### config.mk
export PLATFORM = sky130hd
export DESIGN_NAME = proc_sequencer
export DESIGN_NICKNAME = d
export VERILOG_FILES = /design/src/rtl/proc_sequencer.sv
export SDC_FILE = /design/constraint.sdc
export NUM_CORES = 1
export LEC_CHECK = 0
export ABC_AREA = 0
export CORE_MARGIN = 2
export CORE_UTILIZATION = 30
export CTS_BUF_LIST = sky130_fd_sc_hd__clkbuf_8
export DETAILED_ROUTE_END_ITERATION = 8
export DONT_BUFFER_PORTS = 1
export PLACE_DENSITY = 0.45
export SYNTH_ARGS = -nofsm -noshare
export SYNTH_HDL_FRONTEND = slang
export SYNTH_SLANG_ARGS = --single-unit
### constraint.sdc
create_clock -name clk -period 2.6 [get_ports clk]
set_input_delay 0.65 -clock clk [delete_from_list [all_inputs] [get_ports clk]]
set_output_delay 0.65 -clock clk [all_outputs]
set_load 0.01 [all_outputs]
### src/rtl/proc_sequencer.sv
// proc_sequencer: instruction sequencer for the 32-bit processor.
// Fetches instruction words, holds them in the instruction register,
// strobes the datapath once per datapath instruction and resolves
// JMP/JZ/JNZ/HALT itself.
// Optional build macro: SEQ_SINGLE_STEP_EN adds a `step` input and a
// STEP state that parks the sequencer between instructions.
module proc_sequencer #(
    parameter int IMEM_AW    = 8,
    parameter int EXEC_DELAY = 4
) (
    input  logic               clk,
    input  logic               sys_rst,
    input  logic               start,
`ifdef SEQ_SINGLE_STEP_EN
    input  logic               step,
`endif
    output logic               imem_req,
    output logic [IMEM_AW-1:0] imem_addr,
    input  logic               imem_ack,
    input  logic [31:0]        imem_rdata,
    output logic [31:0]        ir,
    output logic               exec_en,
    input  logic               zero_flag,
    output logic               busy,
    output logic               halted,
    output logic [15:0]        instr_count
);

    // Sequencer states
    localparam logic [2:0] S_IDLE   = 3'd0;
    localparam logic [2:0] S_FETCH  = 3'd1;
    localparam logic [2:0] S_DECODE = 3'd2;
    localparam logic [2:0] S_EXEC   = 3'd3;
    localparam logic [2:0] S_WAIT   = 3'd4;
    localparam logic [2:0] S_NEXT   = 3'd5;
    localparam logic [2:0] S_HALTED = 3'd6;
`ifdef SEQ_SINGLE_STEP_EN
    localparam logic [2:0] S_STEP   = 3'd7;
`endif

    // Opcodes the sequencer handles itself
    localparam logic [4:0] OP_JMP  = 5'd12;
    localparam logic [4:0] OP_JZ   = 5'd13;
    localparam logic [4:0] OP_JNZ  = 5'd14;
    localparam logic [4:0] OP_HALT = 5'd15;

    localparam logic [3:0]         DELAY_LOAD = EXEC_DELAY[3:0];
    localparam logic [IMEM_AW-1:0] PC_ONE     = {{(IMEM_AW-1){1'b0}}, 1'b1};
    localparam logic [IMEM_AW-1:0] PC_ZERO    = '0;

    logic [2:0]         state;
    logic [2:0]         state_next;
    logic [IMEM_AW-1:0] pc;
    logic [IMEM_AW-1:0] pc_pending;
    logic [IMEM_AW-1:0] pc_inc;
    logic [IMEM_AW-1:0] jump_target;
    logic [3:0]         wait_cnt;
    logic [4:0]         oper_type;
    logic               is_jump;
    logic               is_halt;
    logic               jump_taken;
    logic               start_accept;

    assign oper_type   = ir[31:27];
    assign jump_target = ir[IMEM_AW-1:0];
    assign pc_inc      = pc + PC_ONE;

    // Classify the held instruction and decide whether a branch is taken
    always_comb begin
        is_jump    = 1'b0;
        is_halt    = 1'b0;
        jump_taken = 1'b0;
        case (oper_type)
            OP_JMP: begin
                is_jump    = 1'b1;
                jump_taken = 1'b1;
            end
            OP_JZ: begin
                is_jump    = 1'b1;
                jump_taken = zero_flag;
            end
            OP_JNZ: begin
                is_jump    = 1'b1;
                jump_taken = ~zero_flag;
            end
            OP_HALT: begin
                is_halt = 1'b1;
            end
            default: begin
                is_jump    = 1'b0;
                is_halt    = 1'b0;
                jump_taken = 1'b0;
            end
        endcase
    end

    // Start is only honoured when the sequencer is parked
    assign start_accept = start && ((state == S_IDLE) || (state == S_HALTED));

    // Next-state selection for the sequencer FSM
    always_comb begin
        state_next = state;
        case (state)
            S_IDLE: begin
                if (start) begin
                    state_next = S_FETCH;
                end
            end
            S_FETCH: begin
                if (imem_ack) begin
                    state_next = S_DECODE;
                end
            end
            S_DECODE: begin
                if (is_halt) begin
                    state_next = S_HALTED;
                end else if (is_jump) begin
                    state_next = S_NEXT;
                end else begin
                    state_next = S_EXEC;
                end
            end
            S_EXEC: begin
                state_next = S_WAIT;
            end
            S_WAIT: begin
                if (wait_cnt <= 4'd1) begin
                    state_next = S_NEXT;
                end
            end
            S_NEXT: begin
`ifdef SEQ_SINGLE_STEP_EN
                state_next = S_STEP;
`else
                state_next = S_FETCH;
`endif
            end
`ifdef SEQ_SINGLE_STEP_EN
            S_STEP: begin
                if (step) begin
                    state_next = S_FETCH;
                end
            end
`endif
            S_HALTED: begin
                if (start) begin
                    state_next = S_FETCH;
                end
            end
            default: begin
                state_next = S_IDLE;
            end
        endcase
    end

    // State register
    always_ff @(posedge clk or negedge sys_rst) begin
        if (!sys_rst) begin
            state <= S_IDLE;
        end else begin
            state <= state_next;
        end
    end

    // Program counter: the follow-on address is chosen in DECODE and only
    // committed in NEXT, so imem_addr never moves outside a fetch boundary
    always_ff @(posedge clk or negedge sys_rst) begin
        if (!sys_rst) begin
            pc         <= PC_ZERO;
            pc_pending <= PC_ZERO;
        end else begin
            if (start_accept) begin
                pc         <= PC_ZERO;
                pc_pending <= PC_ZERO;
            end else if (state == S_DECODE) begin
                if (is_jump && jump_taken) begin
                    pc_pending <= jump_target;
                end else begin
                    pc_pending <= pc_inc;
                end
            end else if (state == S_NEXT) begin
                pc <= pc_pending;
            end
        end
    end

    // Instruction register: loaded only on an accepted fetch
    always_ff @(posedge clk or negedge sys_rst) begin
        if (!sys_rst) begin
            ir <= 32'd0;
        end else if ((state == S_FETCH) && imem_ack) begin
            ir <= imem_rdata;
        end
    end

    // Execute settle counter: loaded on the strobe, counts down in WAIT
    always_ff @(posedge clk or negedge sys_rst) begin
        if (!sys_rst) begin
            wait_cnt <= 4'd0;
        end else if (state == S_EXEC) begin
            wait_cnt <= DELAY_LOAD;
        end else if ((state == S_WAIT) && (wait_cnt != 4'd0)) begin
            wait_cnt <= wait_cnt - 4'd1;
        end
    end

    // Completed-instruction counter; HALT never passes through NEXT
    always_ff @(posedge clk or negedge sys_rst) begin
        if (!sys_rst) begin
            instr_count <= 16'd0;
        end else if (state == S_NEXT) begin
            instr_count <= instr_count + 16'd1;
        end
    end

    assign imem_req  = (state == S_FETCH);
    assign imem_addr = pc;
    assign exec_en   = (state == S_EXEC);
    assign halted    = (state == S_HALTED);
    assign busy      = (state != S_IDLE) && (state != S_HALTED);

endmodule

; ---- After elaboration in Yosys (flattened, before gate mapping)
; Cells that the tools add are included.
[word_totals]
register_bits = 71
latchBits = 0
ram_bits = 0
mem_bits_ro = 0
n_memories = 0
[classes]
n_addsub = 3
mul = 0
div_mod_pow = 0
n_lt_le_gt_ge = 1
eq_ne = 15
n_shift = 0
muxes = 17
bitwise_logic = 1
reduce_logical = 16
[ops]
columns = op, n
row1 = $mux W8, 6
row2 = $eq A5 B4 Y1 const B, 4
row3 = $pmux W3 S6, 1
row4 = $add A16 B1 Y16 const B, 1
row5 = $mux W3, 5
row6 = $eq A3 B3 Y1 const B, 3
row7 = $add A8 B1 Y8 const B, 1
row8 = $mux W4, 2
row9 = $eq A3 B2 Y1 const B, 2
row10 = $reduce_bool A2 Y1, 3
row11 = $logic_and A1 B1 Y1, 5
row12 = $le A4 B1 Y1 const B, 1
row13 = $ne A2 B1 Y1 const B, 2
row14 = $ne A2 B2 Y1 const B, 2
row15 = $reduce_bool A4 Y1, 1
row16 = $sub A4 B1 Y4 const B, 1
row17 = $eq A3 B1 Y1 const B, 1
row18 = $logic_not A3 Y1, 1
row19 = $ne A3 B3 Y1 const B, 1
row20 = $pmux W1 S3, 1
row21 = $reduce_and A3 Y1, 1
row22 = $reduce_bool A3 Y1, 1
row23 = $reduce_or A3 Y1, 1
row24 = $mux W1, 2
row25 = other kinds (4), 4

; ---- Longest topological paths before layout
; Gate-level depths: netlist (run 1).
[logic_depth]
word_depth = 7
ltp_mapped = 6

; ---- Least setup slack after synthesis (run 1)
; Ideal clock, no wire load.
[synth_timing]
path_type = reg2out
start = reg state[1]
end = out busy
arrival_ns = 1.027
required_ns = 1.950
path_slack_ns = 0.923
path_stages_with_launch = 4
path_cell_list = dfrtp_1 buf_2 nor2b_1 or3_1
[synth_via]
elab_chain_cells = 2
elab_cells_between_ends = 3
[synth_lines]
columns = element, line
row1 = start: declaration, 51  ; logic [2:0] state;
row2 = start signal: assignment, 161  ; state <= state_next;
row3 = $ne A3 B3 Y1 or $reduce_bool A3 Y1 (tied branches), 220  ; assign busy = (state != S_IDLE) && (state != S_HALTED);
row4 = $logic_and A1 B1 Y1 (*), 220
row5 = end: declaration, 24  ; output logic busy,
; Every way passes the cells marked *; elsewhere a longest branch is shown, timed or not.

; ---- Final worst setup path (run 1)
[layout_timing]
start = reg state[2]
end = out busy
; The elaborated chain is that of the path after synthesis.

==> results.sh, run 1 <==
export IMPL_slew_violations=0
export IMPL_grt_util_met2_pct=20.28
export IMPL_leakagePower_nw=1.595
export IMPL_yosysTopAreaCellShare_pct=52.97
export IMPL_clock_path_buffers=2
export IMPL_final_util_pct=34.10
export IMPL_tightest_slew_ns=0.5514
export IMPL_setup_viol=0
export IMPL_grt_pass1_wl_mm=11.72
export IMPL_clk_pin_slew_ns=0.08
export IMPL_reg2reg_depth=5
export IMPL_gp_congestion=0.6826
export IMPL_cp_slowest_stage_delay_ns=0.70
export IMPL_synth_area_per_cell_um2=11.73
export IMPL_holdWs_ns=0.1934
export IMPL_relSlewSlack_pct=63.24
export IMPL_crit_arrival_ns=1.59
export IMPL_period_share_pct=86.03
export IMPL_hold_viol=0
export IMPL_place_ws_ns=0.7182
export IMPL_synth_seq_cells=71
export IMPL_crit_slowest_cell="dfrtp_1"
export IMPL_endpoint_kind="output port"
export IMPL_dr_pass1_iters=4
export IMPL_busiest_layer="met2"
export IMPL_grt_util_met3_pct=6.106
export IMPL_initial_core_util_pct=30.81
export IMPL_finalWirelength_mm=7.135
export IMPL_core_area_um2=10890
export IMPL_synth_edf_count=0
export IMPL_fin_crit_ns=2.237
export IMPL_rrSetupSlack_ns=0.73
export IMPL_synth_nets=328
export IMPL_r2r_end="ir[3]"
export IMPL_antenna_found_initial=0
export IMPL_max_cap_viol_count=0
export IMPL_synth_warnings=0
export IMPL_fin_ws_ns=0.3632
export IMPL_cts_root_buf="clkbuf_8"
export IMPL_crit_end="busy"
export IMPL_status="finished clean"
export IMPL_n_antenna_cell=0
export IMPL_critical_path_max_fanout=18
export IMPL_fillCellCount=1095
export IMPL_nets=329
export IMPL_crit_start="state[2]"
export IMPL_cts_resized=0
export IMPL_hold_path_class="input port to asynchronous set/reset pin"
export IMPL_fmax_mhz=447.1
export IMPL_dr_total_vias=2133
export IMPL_grt_max_degree=72
export IMPL_ios=97
export IMPL_avgRoutedWirePerCell_um=16.52
export IMPL_cts_made_buffers=9
export IMPL_grt_pass1_vias=2286
export IMPL_syn2layout_area_growth_pct=10.67
export IMPL_ys_seq_area_share_pct=52.97
export IMPL_dp_hpwl_mm=5.083
export IMPL_die_h_um=109.7
export IMPL_drt_iter0_drc=139
export IMPL_cts_tree="done"
export IMPL_drc_errors=0
export IMPL_grt_overflow=0
export IMPL_place_port_buffers=0
export IMPL_grtUsageMet1_pct=15.56
export IMPL_yosys_top_cells_area="dfrtp_1 53%, mux2_2 8.7%, xnor2_1 3.4%"
export IMPL_fin_setup_tns_ns=0
export IMPL_reg2reg_from="state[2]"
export IMPL_yosysTopAreaCell="dfrtp_1"
export IMPL_ys_async_sr_fraction_pct=100.0
export IMPL_grtUsageTotal_pct=12.95
export IMPL_report_power_total_mw=4.222
export IMPL_power_per_cell_area_nw_per_um2=1137
export IMPL_rsz0062_at_grt="no"
export IMPL_die_area_um2=12040
export IMPL_peakVddDrop_mv=0.4155
export IMPL_row_count=38
export IMPL_ys_flop_type="dfrtp_1"
export IMPL_clk_latency_ns=0.34
export IMPL_crit_chain="nor2b_1 > or3_1"
export IMPL_synth_cells=286
export IMPL_htree_levels=3
export IMPL_skew_ns=0.01013
export IMPL_final_antenna_net_count=0
export IMPL_synth_common_cells="71 x dfrtp_1, 29 x nand2_1, 26 x mux2_2"
export IMPL_cts_sinks=71
export IMPL_die_width_um=109.7
export IMPL_ys_types=50
export IMPL_syn_cell_area_um2=3354
export IMPL_required_ns=1.95
export IMPL_via_per_inst=4.938
export IMPL_startpoint_type="register"
export IMPL_yosysMostFrequentCell="dfrtp_1"
export IMPL_crit_type="register to output port"
export IMPL_drive_gt1_share_pct=19.86
==> through the flow <==
step                      instance area, um^2  std cells
final                                    3712        432
after global routing                     3712        432
after CTS                                3712        432
after detailed placement                 3463        415
after global placement                   3463        415
after floorplan                          3354        286
==> power by group <==
group | internal, mW | switching, mW | total, mW | leakage (nW)
clock | 0.543 | 0.433 | 0.976 | 0.111
combinational | 0.592 | 0.542 | 1.13 | 0.586
sequential | 1.51 | 0.598 | 2.11 | 0.898
total | 2.65 | 1.57 | 4.22 | 1.60
==> registers in the layout, summed over array words and instances, names as in the netlist <==
register,count
imem_addr,8
state,3
pc_pending,8
ir,32
instr_count,16
wait_cnt,4
==> layout make-up <==
| class | instances | area [um^2] | area share (%) |
|---|---|---|---|
| flip-flops and latches | 71 | 1777 | 47.86 |
| multi-input cells | 197 | 1478 | 39.80 |
| well taps | 140 | 175.2 | 4.719 |
| clock buffers | 9 | 123.9 | 3.337 |
| clock inverters | 7 | 97.59 | 2.629 |
| repair buffers | 3 | 42.54 | 1.146 |
| inverters | 5 | 18.77 | 0.5056 |
==> routing by layer <==
layer	vias up	part of all wire, %
li1	1030	-
met1	1014	43
met2	84	47
met3	5	9.3
met4	0	0.95
met5	-	0
==> placed cells by master (no fill, tap or decap), types with 2 or more instances in the layout <==
| cell | n |
|---|---|
| clkinv_4 | 2 |
| and4_1 | 2 |
| dfrtp_1 | 71 |
| nand4_1 | 3 |
| o21ai_0 | 11 |
| ha_1 | 5 |
| xnor2_1 | 13 |
| nand3_1 | 13 |
| mux2_2 | 26 |
| mux2_4 | 2 |
| clkbuf_8 | 9 |
| buf_4 | 2 |
| a22o_1 | 4 |
| o21a_1 | 8 |
| o2bb2ai_1 | 3 |
| xor2_1 | 7 |
| a21oi_1 | 10 |
| and3_1 | 7 |
| nor2_1 | 8 |
| nand2_1 | 29 |
| or3_1 | 4 |
| inv_1 | 4 |
| bufinv_16 | 2 |
| nor2b_1 | 2 |
| o22ai_1 | 8 |
| mux2_1 | 9 |
| inv_2 | 2 |
==> timing repair <==
item	CTS	global route
hold buffers	1	0
setup buffers	0	0
endpoints found under the hold margin	71	0
==> cell families (layout without fill, tap and decap cells) <==
family	count (synthesis)	after routing	share of synthesized area (%)
AO/OA/AOI/OAI	49	49	9.586
flip-flops	71	71	52.97
multiplexers	38	38	12.94
AND/OR/NAND/NOR	84	84	14.14
buffers and inverters	18	24	2.984
adder cells (fa/ha/maj)	6	6	2.163
XOR/XNOR	20	20	5.222
==> worst min-delay path by stage <==
stage	startpoint	to	slack, ns	cells past startpoint
after global placement	sys_rst	ir[23]	0.36	0
after floorplan	sys_rst	imem_addr[0]	0.35	0
after CTS	sys_rst	ir[23]	0.18	1
after detailed placement	sys_rst	ir[23]	0.36	0
final	sys_rst	ir[28]	0.19	1
after global routing	sys_rst	ir[16]	0.19	1
==> worst max-delay path, delay by kind of cell (launching register included) <==
kind / cells / cell delay (ns)
DFF: 1 / 0.70
and+or+nand+nor: 2 / 0.55
Power figures use the tool's default switching activity.
==> run 2, diff against run 1 <==
--- a/config.mk
+++ b/config.mk
@@ -7,11 +7,12 @@
 export LEC_CHECK = 0
 export ABC_AREA = 0
 export CORE_MARGIN = 2
-export CORE_UTILIZATION = 30
+export CORE_UTILIZATION = 45
 export CTS_BUF_LIST = sky130_fd_sc_hd__clkbuf_8
+export CTS_CLUSTER_DIAMETER = 120
 export DETAILED_ROUTE_END_ITERATION = 8
 export DONT_BUFFER_PORTS = 1
-export PLACE_DENSITY = 0.45
+export PLACE_DENSITY = 0.61
 export SYNTH_ARGS = -nofsm -noshare
 export SYNTH_HDL_FRONTEND = slang
 export SYNTH_SLANG_ARGS = --single-unit
==> run 2 against run 1 <==
  * Total power down 2.1%
  * Clock-buffer cell count unchanged
  * Non-clock buffer count stayed put
  * Final cell count fell by 9.5%
  * Combinational power hardly changed
  * Largest power group unchanged
==> results.sh, run 2 (synthesis gave the netlist of run 1 again) <==
export IMPL_cts_root_buf="clkbuf_8"
export IMPL_grtUsageTotal_pct=16.75
export IMPL_grt_util_met3_pct=6.761
export IMPL_fmax_mhz=442.6
export IMPL_max_cap_viol_count=0
export IMPL_fin_setup_tns_ns=0
export IMPL_status="finished clean"
export IMPL_grt_pass1_wl_mm=10.76
export IMPL_startpoint_type="register"
export IMPL_final_antenna_net_count=0
export IMPL_final_cells=391
export IMPL_hold_viol=0
export IMPL_place_area_um2=3412
export IMPL_die_h_um=90.34
export IMPL_drc_errors=0
export IMPL_slew_violations=0
export IMPL_final_util_pct=50.25
export IMPL_stdcell_area_um2=3645
export IMPL_place_port_buffers=0
export IMPL_holdWs_ns=0.1831
export IMPL_top_register="ir"
export IMPL_via_per_inst=5.506
export IMPL_cts_sinks=71
export IMPL_core_area_um2=7253
export IMPL_hold_path_class="input port to asynchronous set/reset pin"
export IMPL_ios=97
export IMPL_antenna_found_initial=0
export IMPL_drt_iter0_drc=84
export IMPL_endpoint_kind="output port"
export IMPL_dr_total_vias=2153
export IMPL_grt_max_degree=72
export IMPL_critical_path_max_fanout=18
export IMPL_rsz0062_at_grt="no"
export IMPL_skew_ns=0.007113
export IMPL_tightest_slew_ns=0.5357
export IMPL_drive_gt1_share_pct=20.21
export IMPL_die_area_um2=8161
export IMPL_period_share_pct=86.90
export IMPL_clk_pin_slew_ns=0.08
export IMPL_clock_path_buffers=2
export IMPL_crit_arrival_ns=1.61
export IMPL_n_antenna_cell=0
export IMPL_die_width_um=90.34
export IMPL_relSlewSlack_pct=64.29
export IMPL_leakagePower_nw=1.578
export IMPL_gp_congestion=0.7721
export IMPL_grtUsageMet1_pct=21.95
export IMPL_peakVddDrop_mv=0.5037
export IMPL_syn2layout_area_growth_pct=8.654
export IMPL_fin_crit_ns=2.259
export IMPL_mostFrequentLayoutCell="dfrtp_1"
export IMPL_finalWirelength_mm=6.666
export IMPL_nets=329
export IMPL_initial_core_util_pct=46.25
export IMPL_cts_made_buffers=9
export IMPL_grt_pass1_vias=2122
export IMPL_largestRegisters="ir (32), instr_count (16)"
export IMPL_post_cts_buffers=0
export IMPL_mostFrequentLayoutCells="71 x dfrtp_1, 29 x nand2_1, 26 x mux2_2, 13 x nand3_1, 13 x xnor2_1"
export IMPL_avgRoutedWirePerCell_um=17.05
export IMPL_cts_tree="done"
export IMPL_dr_pass1_iters=4
export IMPL_place_ws_ns=0.7206
export IMPL_power_per_cell_area_nw_per_um2=1134
export IMPL_fin_ws_ns=0.3407
export IMPL_row_count=31
export IMPL_htree_levels=3
export IMPL_dp_hpwl_mm=4.418
export IMPL_crit_type="register to output port"
export IMPL_report_power_total_mw=4.133
export IMPL_required_ns=1.95
export IMPL_grt_overflow=0
export IMPL_grt_util_met2_pct=24.75
export IMPL_cts_resized=0
export IMPL_hold_buffers=1
export IMPL_clk_latency_ns=0.35
export IMPL_busiest_layer="met2"
export IMPL_largest_register_ffs=32
export IMPL_dp_cells=374
export IMPL_setup_viol=0
-- run 2: power breakdown --
| group | total (mW) | switching (mW) | internal (mW) |
|---|---|---|---|
| logic | 1.12 | 0.529 | 0.590 |
| registers | 2.10 | 0.590 | 1.51 |
| clock network | 0.910 | 0.456 | 0.454 |
-- run 2: critical path, cell delays in order (launching register included) --
cell and delay (ns):
dfrtp_1 0.58, inv_2 0.18, nor2_1 0.07, or3_1 0.43
-- run 2: final cells by class --
cell class / count / area [um^2]
fill: 667 / 3608
sequential: 71 / 1777
multi-input combinational: 197 / 1478
clock buffer: 9 / 123.9
tap: 99 / 123.9
clock inverter: 7 / 81.33
timing repair buffer: 3 / 42.54
inverter: 5 / 18.77
-- run 2: worst paths after layout --
check                                from       endpoint  slack [ns]  depth (start not counted)
max                              state[2]           busy        0.34                          3
min                               sys_rst   imem_addr[1]        0.18                          1
max reg2reg                      state[2]          ir[1]        0.75                          5
min reg2reg                 pc_pending[0]  pc_pending[0]        0.51                          1
max in group asynchronous         sys_rst          ir[8]        2.14                          1
min in group clk           imem_rdata[17]         ir[17]        0.43                          1
-- run 2: metal layers --
layer	up-vias	wire length, um
li1	1013	-
met1	1051	2974
met2	81	3037
met3	8	584
met4	0	70
met5	-	0
==> run 3, diff against run 2 <==
--- a/config.mk
+++ b/config.mk
@@ -6,13 +6,14 @@
 export NUM_CORES = 1
 export LEC_CHECK = 0
 export ABC_AREA = 0
+export CAP_MARGIN = 25
 export CORE_MARGIN = 2
-export CORE_UTILIZATION = 45
+export CORE_UTILIZATION = 55
 export CTS_BUF_LIST = sky130_fd_sc_hd__clkbuf_8
 export CTS_CLUSTER_DIAMETER = 120
 export DETAILED_ROUTE_END_ITERATION = 8
 export DONT_BUFFER_PORTS = 1
-export PLACE_DENSITY = 0.61
+export PLACE_DENSITY = 0.71
 export SYNTH_ARGS = -nofsm -noshare
 export SYNTH_HDL_FRONTEND = slang
 export SYNTH_SLANG_ARGS = --single-unit
==> constraint.sdc (replaced) <==
create_clock -name clk -period 2.3 [get_ports clk]
set_input_delay 0.575 -clock clk [delete_from_list [all_inputs] [get_ports clk]]
set_output_delay 0.575 -clock clk [all_outputs]
set_load 0.01 [all_outputs]
==> run 3 against run 2 <==
  * Hold slack worse by 0.080 ns
  * Clock power increased by 21%
  * Clock-buffer cell count rose by 1
  * Register-to-register slack got worse by 0.21 ns
  * Sequential power increased by 13%
  * Final area shrank 0.14%
  * Via count is 0.65% lower
  * Critical path type unchanged
  * Critical endpoint unchanged
  * Highest routed layer unchanged
==> results.sh, run 3 (synthesis gave the netlist of run 1 again) <==
export IMPL_status="finished clean"
export IMPL_required_ns=1.73
export IMPL_max_cap_viol_count=0
export IMPL_fin_ws_ns=0.2822
export IMPL_row_count=28
export IMPL_final_antenna_net_count=0
export IMPL_crit_type="register to output port"
export IMPL_crit_arrival_ns=1.44
export IMPL_nets=330
export IMPL_skew_ns=0.009618
export IMPL_startpoint_type="register"
export IMPL_p_comb_share_pct=26.8
export IMPL_dp_hpwl_mm=4.398
export IMPL_cp_slowest_stage_delay_ns=0.48
export IMPL_fin_setup_tns_ns=0
export IMPL_initial_core_util_pct=56.66
export IMPL_gp_congestion=0.7727
export IMPL_cts_root_buf="clkbuf_8"
export IMPL_period_share_pct=87.73
export IMPL_dr_pass1_iters=4
export IMPL_n_antenna_cell=0
export IMPL_grtUsageTotal_pct=20.08
export IMPL_intPower_mw=3.022
export IMPL_clock_path_buffers=2
export IMPL_drive_gt1_share_pct=20.14
export IMPL_leakagePower_nw=1.603
export IMPL_cts_tree="done"
export IMPL_mostFrequentLayoutCell="dfrtp_1"
export IMPL_via_per_inst=5.813
export IMPL_critical_path_max_fanout=10
export IMPL_die_area_um2=6740
export IMPL_finalWirelength_mm=6.353
export IMPL_core_area_um2=5921
export IMPL_place_ws_ns=0.5262
export IMPL_largestRegisters="ir (32), instr_count (16)"
export IMPL_drt_iter0_drc=123
export IMPL_place_area_um2=3390
export IMPL_top_register="ir"
export IMPL_cts_sinks=71
export IMPL_largest_register_ffs=32
export IMPL_cts_made_buffers=9
export IMPL_switching_share_pct=36.40
export IMPL_setup_viol=0
export IMPL_grt_pass1_wl_mm=10.23
export IMPL_crit_chain="inv_2 > nor2_1 > or3_1"
export IMPL_clk_pin_slew_ns=0.08
export IMPL_place_port_buffers=0
export IMPL_switchingPower_mw=1.729
export IMPL_htree_levels=3
export IMPL_mostFrequentLayoutCells="71 x dfrtp_1, 29 x nand2_1, 26 x mux2_2, 13 x nand3_1, 13 x xnor2_1"
export IMPL_endpoint_kind="output port"
export IMPL_power_per_cell_area_nw_per_um2=1305
export IMPL_avgRoutedWirePerCell_um=17.26
export IMPL_fmax_mhz=495.6
export IMPL_grt_overflow=0
export IMPL_tightest_slew_ns=0.3922
export IMPL_die_width_um=82.10
export IMPL_p_clk_share_pct=23.2
export IMPL_grt_max_degree=72
export IMPL_hold_viol=0
export IMPL_stdcell_area_um2=3640
export IMPL_clk_latency_ns=0.35
export IMPL_power_frac_seq_pct=50.0
export IMPL_grt_pass1_vias=2237
export IMPL_fin_crit_ns=2.018
export IMPL_crit_slowest_cell="dfrtp_1"
export IMPL_antenna_found_initial=0
export IMPL_slew_violations=0
export IMPL_drc_errors=0
export IMPL_dr_total_vias=2139
export IMPL_syn2layout_area_growth_pct=8.504
export IMPL_relSlewSlack_pct=73.85
export IMPL_die_h_um=82.10
export IMPL_peakVddDrop_mv=0.7469
export IMPL_ios=97
export IMPL_hold_path_class="input port to asynchronous set/reset pin"
export IMPL_rsz0062_at_grt="no"
-- run 3: routing by layer --
metal / vias to the layer above / wire (um) / track usage (%)
met5: - / 0 / 0
met4: 0 / 65 / 7.667
met3: 8 / 697 / 9.239
met2: 88 / 2939 / 29.84
met1: 1023 / 2651 / 25.70
li1: 1020 / - / -
-- run 3: power groups by stage --
stage                     Combinational (mW)  Sequential [mW]  Clock, mW
after floorplan                         1.18             2.20          0
after global placement                  1.21             2.40          0
after detailed placement                1.26             2.41          0
after CTS                               1.29             2.39       1.12
after global routing                    1.43             2.46       1.19
final                                   1.27             2.38       1.10
-- run 3: worst paths after layout --
path                                  end  slack [ns]            from  cells past startpoint
max reg2reg                         ir[1]        0.54        state[1]                      4
max in group asynchronous    imem_addr[0]        1.90         sys_rst                      1
min in group clk                   ir[10]        0.36  imem_rdata[10]                      1
max                                  busy        0.28        state[2]                      3
min                        instr_count[9]        0.10         sys_rst                      1
min reg2reg                 pc_pending[5]        0.52   pc_pending[5]                      1
-- run 3: final cells by class --
class                   instances  area [um^2]
flip-flops and latches         71         1777
fillers                       478         2281
inverters                       5        18.77
clock buffers                  10        137.6
multi-input cells             197         1478
repair buffers                  4        50.05
well taps                      75        93.84
clock inverters                 6        85.08
-- run 3: what timing repair did --
item / CTS / global route
hold buffers: 1 / 0
endpoints found under the hold margin: 71 / 0
endpoints found under the setup margin: 0 / 0
gates resized for setup: 0 / 0
buffers inserted: 0 / 0
-- run 3: worst max-delay path, delay by kind of cell (launching register included) --
family | cells | cell delay, ns
AND/OR/NAND/NOR | 2 | 0.49
flip-flops | 1 | 0.48
buffers and inverters | 1 | 0.14
-- run 3: metrics by stage --
step | instances | util [%] | hold WS [ns] | total power [mW]
2_1_floorplan | 286 | - | 0.2794 | 3.386
3_3_place_gp | 351 | 57.25 | 0.2812 | 3.610
3_5_place_dp | 351 | 57.25 | 0.2809 | 3.664
4_1_cts | 368 | 61.48 | 0.1155 | 4.796
5_1_grt | 368 | 61.48 | 0.1189 | 5.078
6_report | 368 | 61.48 | 0.1035 | 4.751
